`config.mk`:
```
export PLATFORM = sky130hd
export DESIGN_NAME = ifm_rf_seq_ctrl
export DESIGN_NICKNAME = d
export VERILOG_FILES = /design/src/rtl/ifm_rf_seq_ctrl_pkg.sv /design/src/rtl/ifm_rf_phase_cnt.sv /design/src/rtl/ifm_rf_seq_ctrl.sv
export SDC_FILE = /design/constraint.sdc
export NUM_CORES = 1
export LEC_CHECK = 0
export BUFFER_PORTS_ARGS = -buffer_cell sky130_fd_sc_hd__buf_4
export CORE_ASPECT_RATIO = 0.8
export CORE_MARGIN = 2
export CORE_UTILIZATION = 50
export DETAILED_ROUTE_END_ITERATION = 10
export PLACE_DENSITY = 0.68
export SLEW_MARGIN = 20
export SYNTH_ARGS = -nofsm -noshare
export SYNTH_HDL_FRONTEND = slang
export SYNTH_SLANG_ARGS = --single-unit
```
`constraint.sdc`:
```
create_clock -name clk -period 4.6 [get_ports clk]
set_input_delay 0.92 -clock clk [delete_from_list [all_inputs] [get_ports clk]]
set_output_delay 0.92 -clock clk [all_outputs]
set_load 0.02 [all_outputs]
```
`src/rtl/ifm_rf_seq_ctrl_pkg.sv`:
```
// rtl/ifm_rf_seq_ctrl_pkg.sv - shared state encoding and geometry helpers for the IFM RF sequencer
package ifm_rf_seq_ctrl_pkg;

    typedef logic [2:0] seq_state_t;

    localparam seq_state_t ST_IDLE  = 3'd0;
    localparam seq_state_t ST_FILL  = 3'd1;
    localparam seq_state_t ST_RUN   = 3'd2;
    localparam seq_state_t ST_DRAIN = 3'd3;
    localparam seq_state_t ST_DONE  = 3'd4;

    // Deepest lane of the skewed bank: last lane is delayed by BUFFER_COUNT-1 slots.
    function automatic int lane_depth(input int buffer_size, input int buffer_count);
        return buffer_size + buffer_count - 1;
    endfunction

    // One load/drain phase also has to absorb the IFM buffer read latency.
    function automatic int phase_len(input int buffer_size, input int buffer_count, input int rd_latency);
        return lane_depth(buffer_size, buffer_count) + rd_latency;
    endfunction

endpackage

```
`src/rtl/ifm_rf_phase_cnt.sv`:
```
// rtl/ifm_rf_phase_cnt.sv - phase cycle counter with wrap pulse and write-group counter
module ifm_rf_phase_cnt #(
    parameter int P_LEN = 43,
    parameter int CW    = 6,
    parameter int GW    = 16
) (
    input  logic          clk,
    input  logic          rst_n,
    input  logic          clear,
    input  logic          en,
    output logic [CW-1:0] c,
    output logic [GW-1:0] w,
    output logic          wrap
);

    localparam logic [CW-1:0] C_LAST = CW'(P_LEN - 1);

    assign wrap = en && (c == C_LAST);

    // Cycle-in-phase counter; group index advances once per completed phase.
    always_ff @(posedge clk or negedge rst_n) begin
        if (!rst_n) begin
            c <= '0;
            w <= '0;
        end else if (clear) begin
            c <= '0;
            w <= '0;
        end else if (wrap) begin
            c <= '0;
            w <= w + GW'(1);
        end else if (en) begin
            c <= c + CW'(1);
        end
    end

endmodule

```
`src/rtl/ifm_rf_seq_ctrl.sv`:
```
// rtl/ifm_rf_seq_ctrl.sv - double-banked skewed IFM RF sequencer (load one bank, drain the other)
module ifm_rf_seq_ctrl
    import ifm_rf_seq_ctrl_pkg::*;
#(
    parameter int DATA_WIDTH   = 8,
    parameter int BUFFER_SIZE  = 27,
    parameter int BUFFER_COUNT = 16,
    parameter int ADDR_WIDTH   = 16,
    parameter int RD_LATENCY   = 1
) (
    input  logic                  clk,
    input  logic                  rst_n,
    input  logic                  start,
    input  logic [15:0]           num_windows,
    output logic                  busy,
    output logic                  done,
    output logic                  ifm_rd_en,
    output logic [ADDR_WIDTH-1:0] ifm_rd_addr,
    output logic                  ifm_pad,
    output logic                  ifm_demux,
    output logic                  ifm_mux,
    output logic                  ifm_RF_shift_en_1,
    output logic                  ifm_RF_shift_en_2,
    output logic [4:0]            size,
    output logic                  arr_valid,
    output logic                  arr_last
);

    localparam int L  = lane_depth(BUFFER_SIZE, BUFFER_COUNT);
    localparam int P  = phase_len(BUFFER_SIZE, BUFFER_COUNT, RD_LATENCY);
    localparam int CW = $clog2(P);
    localparam int GW = 16;

    localparam logic [CW-1:0] C_RD_END    = CW'(BUFFER_SIZE);
    localparam logic [CW-1:0] C_SHIFT_BEG = CW'(RD_LATENCY);
    localparam logic [CW-1:0] C_PAD_BEG   = CW'(RD_LATENCY + BUFFER_SIZE);
    localparam logic [CW-1:0] C_DRAIN_END = CW'(L);
    localparam logic [CW-1:0] C_ARR_LAST  = CW'(L - 1);
    localparam logic [4:0]    SIZE_FULL   = 5'(BUFFER_COUNT);

    // Element width belongs to the RF bank datapath; the sequencer only guards it.
    if (DATA_WIDTH < 1 || RD_LATENCY < 1) begin : g_param_guard
    end

    seq_state_t     state;
    logic [15:0]    num_q;
    logic [16:0]    grp_q;
    logic [16:0]    grp_n;
    logic [CW-1:0]  c;
    logic [GW-1:0]  w;
    logic           wrap;
    logic           cnt_en;
    logic           accept;

    assign accept = start && (state == ST_IDLE) && !busy;
    assign cnt_en = (state == ST_FILL) || (state == ST_RUN) || (state == ST_DRAIN);
    assign grp_n  = 17'((32'(num_windows) + 32'(BUFFER_COUNT - 1)) / 32'(BUFFER_COUNT));

    ifm_rf_phase_cnt #(
        .P_LEN (P),
        .CW    (CW),
        .GW    (GW)
    ) u_phase_cnt (
        .clk   (clk),
        .rst_n (rst_n),
        .clear (accept),
        .en    (cnt_en),
        .c     (c),
        .w     (w),
        .wrap  (wrap)
    );

    // Job FSM: FILL loads group 0, each RUN loads one group while draining the previous, DRAIN empties the last.
    always_ff @(posedge clk or negedge rst_n) begin
        if (!rst_n) begin
            state <= ST_IDLE;
            num_q <= '0;
            grp_q <= '0;
        end else begin
            case (state)
                ST_IDLE: begin
                    if (accept) begin
                        num_q <= num_windows;
                        grp_q <= grp_n;
                        state <= (num_windows == 16'd0) ? ST_DONE : ST_FILL;
                    end
                end
                ST_FILL: begin
                    if (wrap) begin
                        state <= (grp_q > 17'd1) ? ST_RUN : ST_DRAIN;
                    end
                end
                ST_RUN: begin
                    if (wrap && ({1'b0, w} == grp_q - 17'd1)) begin
                        state <= ST_DRAIN;
                    end
                end
                ST_DRAIN: begin
                    if (wrap) begin
                        state <= ST_DONE;
                    end
                end
                ST_DONE: state <= ST_IDLE;
                default: state <= ST_IDLE;
            endcase
        end
    end

    logic                  write_act;
    logic                  read_act;
    logic                  wr_bank;
    logic                  rd_bank;
    logic                  wr_shift;
    logic                  rd_shift;
    logic [31:0]           remaining;
    logic                  n_rd_en;
    logic [ADDR_WIDTH-1:0] n_addr;
    logic [4:0]            n_size;

    // Decode of the current phase position into next-cycle output values.
    always_comb begin
        write_act = (state == ST_FILL) || (state == ST_RUN);
        read_act  = (state == ST_RUN) || (state == ST_DRAIN);
        wr_bank   = w[0];
        rd_bank   = ~w[0];
        wr_shift  = write_act && (c >= C_SHIFT_BEG);
        rd_shift  = read_act && (c < C_DRAIN_END);
        remaining = 32'(num_q) - 32'(w) * 32'(BUFFER_COUNT);
        n_rd_en   = write_act && (c < C_RD_END);
        n_addr    = '0;
        if (n_rd_en) begin
            n_addr = ADDR_WIDTH'(w) * ADDR_WIDTH'(BUFFER_SIZE) + ADDR_WIDTH'(c);
        end
        n_size = SIZE_FULL;
        if (write_act && (remaining < 32'(BUFFER_COUNT))) begin
            n_size = remaining[4:0];
        end
    end

    // Registered outputs; reset parks everything idle with a full lane mask.
    always_ff @(posedge clk or negedge rst_n) begin
        if (!rst_n) begin
            ifm_rd_en         <= 1'b0;
            ifm_rd_addr       <= '0;
            ifm_pad           <= 1'b0;
            ifm_demux         <= 1'b0;
            ifm_mux           <= 1'b0;
            ifm_RF_shift_en_1 <= 1'b0;
            ifm_RF_shift_en_2 <= 1'b0;
            size              <= SIZE_FULL;
            arr_valid         <= 1'b0;
            arr_last          <= 1'b0;
            done              <= 1'b0;
        end else begin
            ifm_rd_en         <= n_rd_en;
            ifm_rd_addr       <= n_addr;
            ifm_pad           <= write_act && (c >= C_PAD_BEG);
            ifm_demux         <= write_act && wr_bank;
            ifm_mux           <= read_act && rd_bank;
            ifm_RF_shift_en_1 <= (wr_shift && !wr_bank) || (rd_shift && !rd_bank);
            ifm_RF_shift_en_2 <= (wr_shift && wr_bank) || (rd_shift && rd_bank);
            size              <= n_size;
            arr_valid         <= rd_shift;
            arr_last          <= (state == ST_DRAIN) && (c == C_ARR_LAST);
            done              <= (state == ST_DONE);
        end
    end

    // Busy covers the whole job including the visible done cycle, so a start there is ignored.
    always_ff @(posedge clk or negedge rst_n) begin
        if (!rst_n) begin
            busy <= 1'b0;
        end else if (accept) begin
            busy <= 1'b1;
        end else if (done) begin
            busy <= 1'b0;
        end
    end

endmodule

```
Word level (Yosys, flattened, before mapping) --
Cells that the tools add are included.
Storage, ports and cells: bits in registers 89, input port bits 19, output and inout port bits 31, word-level logic and storage cells 88
Operators by class: $add $sub $neg 6, multiply operators 1, magnitude comparators 6, equality and inequality tests 11, muxes and demuxes 16, bitwise logic cells 1, reduce and logical (&&, ||, !) cells 30
Operators by type and width (count):
- 16-bit 2-to-1 mux | 3
- 32-bit by 5-bit < comparator with 1-bit output, second input constant | 1
- 16-bit by 20-bit subtractor with 21-bit output | 1
- 6-bit 2-to-1 mux | 3
- 16-bit by 4-bit adder with 17-bit output, second input constant | 1
- 16-bit by 17-bit == test with 1-bit output | 1
- 17-bit by 1-bit greater-than comparator with 1-bit output, second input constant | 1
- 17-bit by 1-bit subtractor with 17-bit output, second input constant | 1
- 16-bit by 1-bit adder with 16-bit output, second input constant | 1
- 16-bit by 6-bit adder with 16-bit output | 1
- 1-bit logical AND | 16
- 16-bit zero test | 1
- 16-bit by 5-bit multiplier with 16-bit output, second input constant | 1
- 3-bit 2-to-1 mux | 5
- 6-bit == test, second input constant | 2
- 3-bit case mux with 4 select lines | 1
- 2-bit inequality test, second input constant | 4
- 6-bit by 1-bit adder with 6-bit output, second input constant | 1
- 3-bit by 2-bit == test with 1-bit output, second input constant | 2
- 6-bit by 1-bit greater-or-equal comparator with 1-bit output, second input constant | 1
- 6-bit by 5-bit greater-or-equal comparator with 1-bit output, second input constant | 1
- 6-bit by 5-bit < comparator with 1-bit output, second input constant | 1
- 6-bit < comparator, second input constant | 1
- 1-bit logical OR | 5
- 11 further kinds | 15

Longest topological paths before layout --
depth after elaboration 7, gate-level depth with buffers 15, mapped depth without buffers 15

Cells and area by module --
A second synthesis with hierarchy kept.
Second synthesis, totals: cell total of the unflattened synthesis 726, area, all modules 6481.2 µm²
By module, submodules not included:
- ifm_rf_seq_ctrl | times used 1, cells an instance 611, area an instance 5352.6 µm², seq. area each 1577.8 µm²
- ifm_rf_phase_cnt | times used 1, cells an instance 115, area an instance 1128.6 µm², seq. area each 550.5 µm²

Worst setup path before layout --
No wires, ideal clock.
kind flip-flop to flip-flop, start point reg u_phase_cnt.c[5], end point reg ifm_rd_addr[14], library setup time 0.079 ns, arrival time 3.804 ns, data required time 4.521 ns, setup slack 0.717 ns, cell stages (with the launch flop) 14, path buffers 0, clock period less this slack 3.883 ns, cell sequence dfrtp_1 fa_1 inv_1 fa_1 fa_1 inv_1 ha_1 inv_1 o21bai_1 a2111oi_0 nor4b_1 a211o_1 o31ai_1 mux2i_1
On the way: cells in the longest elaborated chain, start to end 3, elaborated cells between the ends (all ways) 4, classes of those cells 1 x add/sub; 1 x order compare; 1 x mux; 1 x reduce/logical
Ends and longest elaborated chain:
- start: declaration | line ifm_rf_phase_cnt.sv:11 | output logic [CW-1:0] c,
- start signal: assignment | line ifm_rf_phase_cnt.sv:32 | c <= c + CW'(1);
- branches (longest 2 deep; another with 16-bit by 6-bit adder with 16-bit output)
- 16-bit 2-to-1 mux * | line ifm_rf_seq_ctrl.sv:131 | if (n_rd_en) begin
- net n_addr[14] | line ifm_rf_seq_ctrl.sv:117 | logic [ADDR_WIDTH-1:0] n_addr;
- end signal: assignment | line ifm_rf_seq_ctrl.sv:156 | ifm_rd_addr <= n_addr;
- end: declaration | line ifm_rf_seq_ctrl.sv:18 | output logic [ADDR_WIDTH-1:0] ifm_rd_addr,
Mark *: on every way through the listed nets, which the timed path passes. A chain may end at the register's enable or synchronous reset.

Worst setup path in the final report --
Same ends and word-level chain as after synthesis.

==> run metrics <==
hold bufs inserted after CTS 0; CP Max Fanout 9; Leak 3.44 nW; Overflow after GRT 0; post-synthesis sequential area ratio 33.8%; Final Cycle Share 91.7%; worst endpoint data arrival time 4.49 ns; Area Growth Syn to Fin 13.5%; I/O Buffers 49; DRT Wirelength 14900 um; first-pass GRT wire length 25000 um; Tot Pwr 0.00154 W; Max Cap Viol 0; commonest cells in the netlist nand2_1 (95), inv_1 (91), dfrtp_1 (84), nor2_1 (59), ha_1 (54); post-synth cell types 61; Slew HR 37.3%; DR vias/cell 5.39; met3 Track Usage GR 5.45%; Pre-antenna DRT Iters 5; Post-synth EDFFs 0; slowest CP cell fa_1; Max clock buf depth 2; most numerous cell in the Yosys netlist nand2_1; RSZ-0062 raised after global routing no; Remaining DRCs 0; Synth area leader dfrtp_1; startpoint types flop; post-layout min period 4.22 ns; Yosys warnings 0; WL/cell 16.1 um; Ports 50; post-CTS repair timing setup buffer count 0; post-cts sizing count 0; clock skew 0.00812 ns; die height 104 um; Critical Path Max Stage Delay 0.57 ns; Die W 129 um; clk sinks 85; CORE AREA 12300 um^2; number of global-route vias before repair 5002; GPL Wtd Cong 0.946; post-synth net total 806; number of buffer and inverter stages on the critical path 3; die area 13500 um^2; M2 GR Usage 35.6%; status finished clean; Cells after Synth 705; fmax 0.237 GHz; Area after DPL 6850 um^2; r2r startpoint u_phase_cnt.c[5]; GRT Overall Usage 23.6%; # rows 36; CP Capture Type flop; Setup violations, final 0; Iteration-0 DRC Markers 280; grt met1 use 34.1%; post-route design area 7150 um^2; vias after detailed routing 5006; syn avg cell area 8.93 um^2; Critical Path Source u_phase_cnt.c[5]; Slew @ Worst Pin 0.932 ns; mapped cell area 6300 um^2; CP Cell Sequence fa_1 -> inv_1 -> fa_1 -> fa_1 -> inv_1 -> ha_1 -> inv_1 -> o21bai_1 -> a2111oi_0 -> nor4b_1 -> a211o_1 -> o31ai_1 -> mux2i_1; clock slew at reported path FFs 0.07 ns; Worst path top cell family by delay adder cells; GR peak layer met2; hold_sp num_q[3]; Post-DRT Antenna Nets 0; CTS tree done; initial antenna violation count 0; Nets 853; Worst EP required 4.87 ns; Top FF cell, synth dfrtp_1; Hold WS 0.470 ns; Crit Path Class reg2reg; clk_lat worst skew 0.35 ns; Hold Vio Cnt, Final 0; layout cells sized above 1 11.1%; CTS Buf Count 9; Hold WC Path Type reg2reg; largest net degree at the start of global routing 59; root buffer cell clkbuf_16; Starting Density 51.4%; PwrDens 216 nW/um^2; Area contributors post-synth dfrtp_1 (33%), ha_1 (11%), fa_1 (8.9%), xnor2_1 (6.0%), nand2_1 (5.7%); Max H-tree Level 3; Sum Neg Setup Slack 0 ns; n_diodes 0; Synth top area share 33.4%; Slew Viols, Final 0; DP Wirelength 11500 um; Peak VDD IR 0.192 mV; synthesized flop and latch total 85; Post-synth ARST share 100%
==> stage by stage <==
step,util [%],cells,worst slack [ns]
after floorplan,-,705,0.717
after global placement,55.9,912,0.523
after detailed placement,55.9,912,0.444
after CTS,58.3,928,0.399
after global routing,58.3,928,0.0166
final,58.3,928,0.381
==> sequential cells by signal, indices dropped and copies added, names as in the netlist, 3 cells and up <==
name and cells:
size 5, state 3, ifm_rd_addr 16, grp_q 13, num_q 16, u_phase_cnt.w 16, u_phase_cnt.c 6
==> power breakdown <==
| group | leakage, nW | internal (W) | switching (W) |
|---|---|---|---|
| registers | 1.05 | 0.000747 | 0 |
| clock network | 0.148 | 0.000427 | 0.000326 |
| logic | 2.24 | 0.0000157 | 0.0000286 |
==> path summary, 6_finish.rpt <==
check                                  end  slack (ns)  cells after the start
max                        ifm_rd_addr[14]        0.38                     13
min in group asynchronous  ifm_rd_addr[11]        0.62                      1
min reg2reg                       num_q[3]        0.47                      2
min                               num_q[3]        0.47                      2
max reg2reg                ifm_rd_addr[14]        0.38                     13
max in group asynchronous          size[4]        3.06                      2
==> worst register-to-register path: stages (launching register included) <==
cell and delay [ns]:
dfrtp_1 0.50, fa_1 0.57, inv_1 0.05, fa_1 0.46
fa_1 0.55, inv_1 0.04, ha_1 0.28, inv_1 0.11
o21bai_1 0.14, a2111oi_0 0.48, nor4b_1 0.15, a211o_1 0.35
o31ai_1 0.26, mux2i_1 0.21
==> per-layer routing <==
metal	wire, um	share of wire, %
met5	0	0
met4	246	1.6
met3	781	5.2
met2	6560	44
met1	7360	49
==> cells in the final DEF, fill, tap and decap left out, types with 21 or more instances in the layout <==
cell type | netlist | final
a21oi_1 | 21 | 21
ha_1 | 54 | 54
nand2_1 | 95 | 95
inv_1 | 91 | 91
buf_4 | 0 | 53
xnor2_1 | 43 | 43
o21ai_0 | 34 | 34
nor2_1 | 59 | 59
dfrtp_1 | 84 | 84
fa_1 | 28 | 28
==> layout make-up <==
class,count,area [um^2]
Tap cell,171,214
Clock buffer,10,229
Inverter,91,342
Sequential cell,85,2130
Fill cell,1148,5110
Multi-Input combinational cell,512,3760
Timing Repair Buffer,53,398
Clock inverter,6,70.1
==> cell families (layout without fill, tap and decap cells) <==
kind of cell | count (synthesis) | in the layout | synth area share (%)
AND/OR/NAND/NOR | 255 | 255 | 19.4
buffers and inverters | 108 | 160 | 6.50
multiplexers | 8 | 8 | 1.33
flip-flops | 85 | 85 | 33.8
adder cells (fa/ha/maj) | 82 | 82 | 19.6
AO/OA/AOI/OAI | 106 | 106 | 10.8
XOR/XNOR | 61 | 61 | 8.49
(Power assumes the default switching activity.)
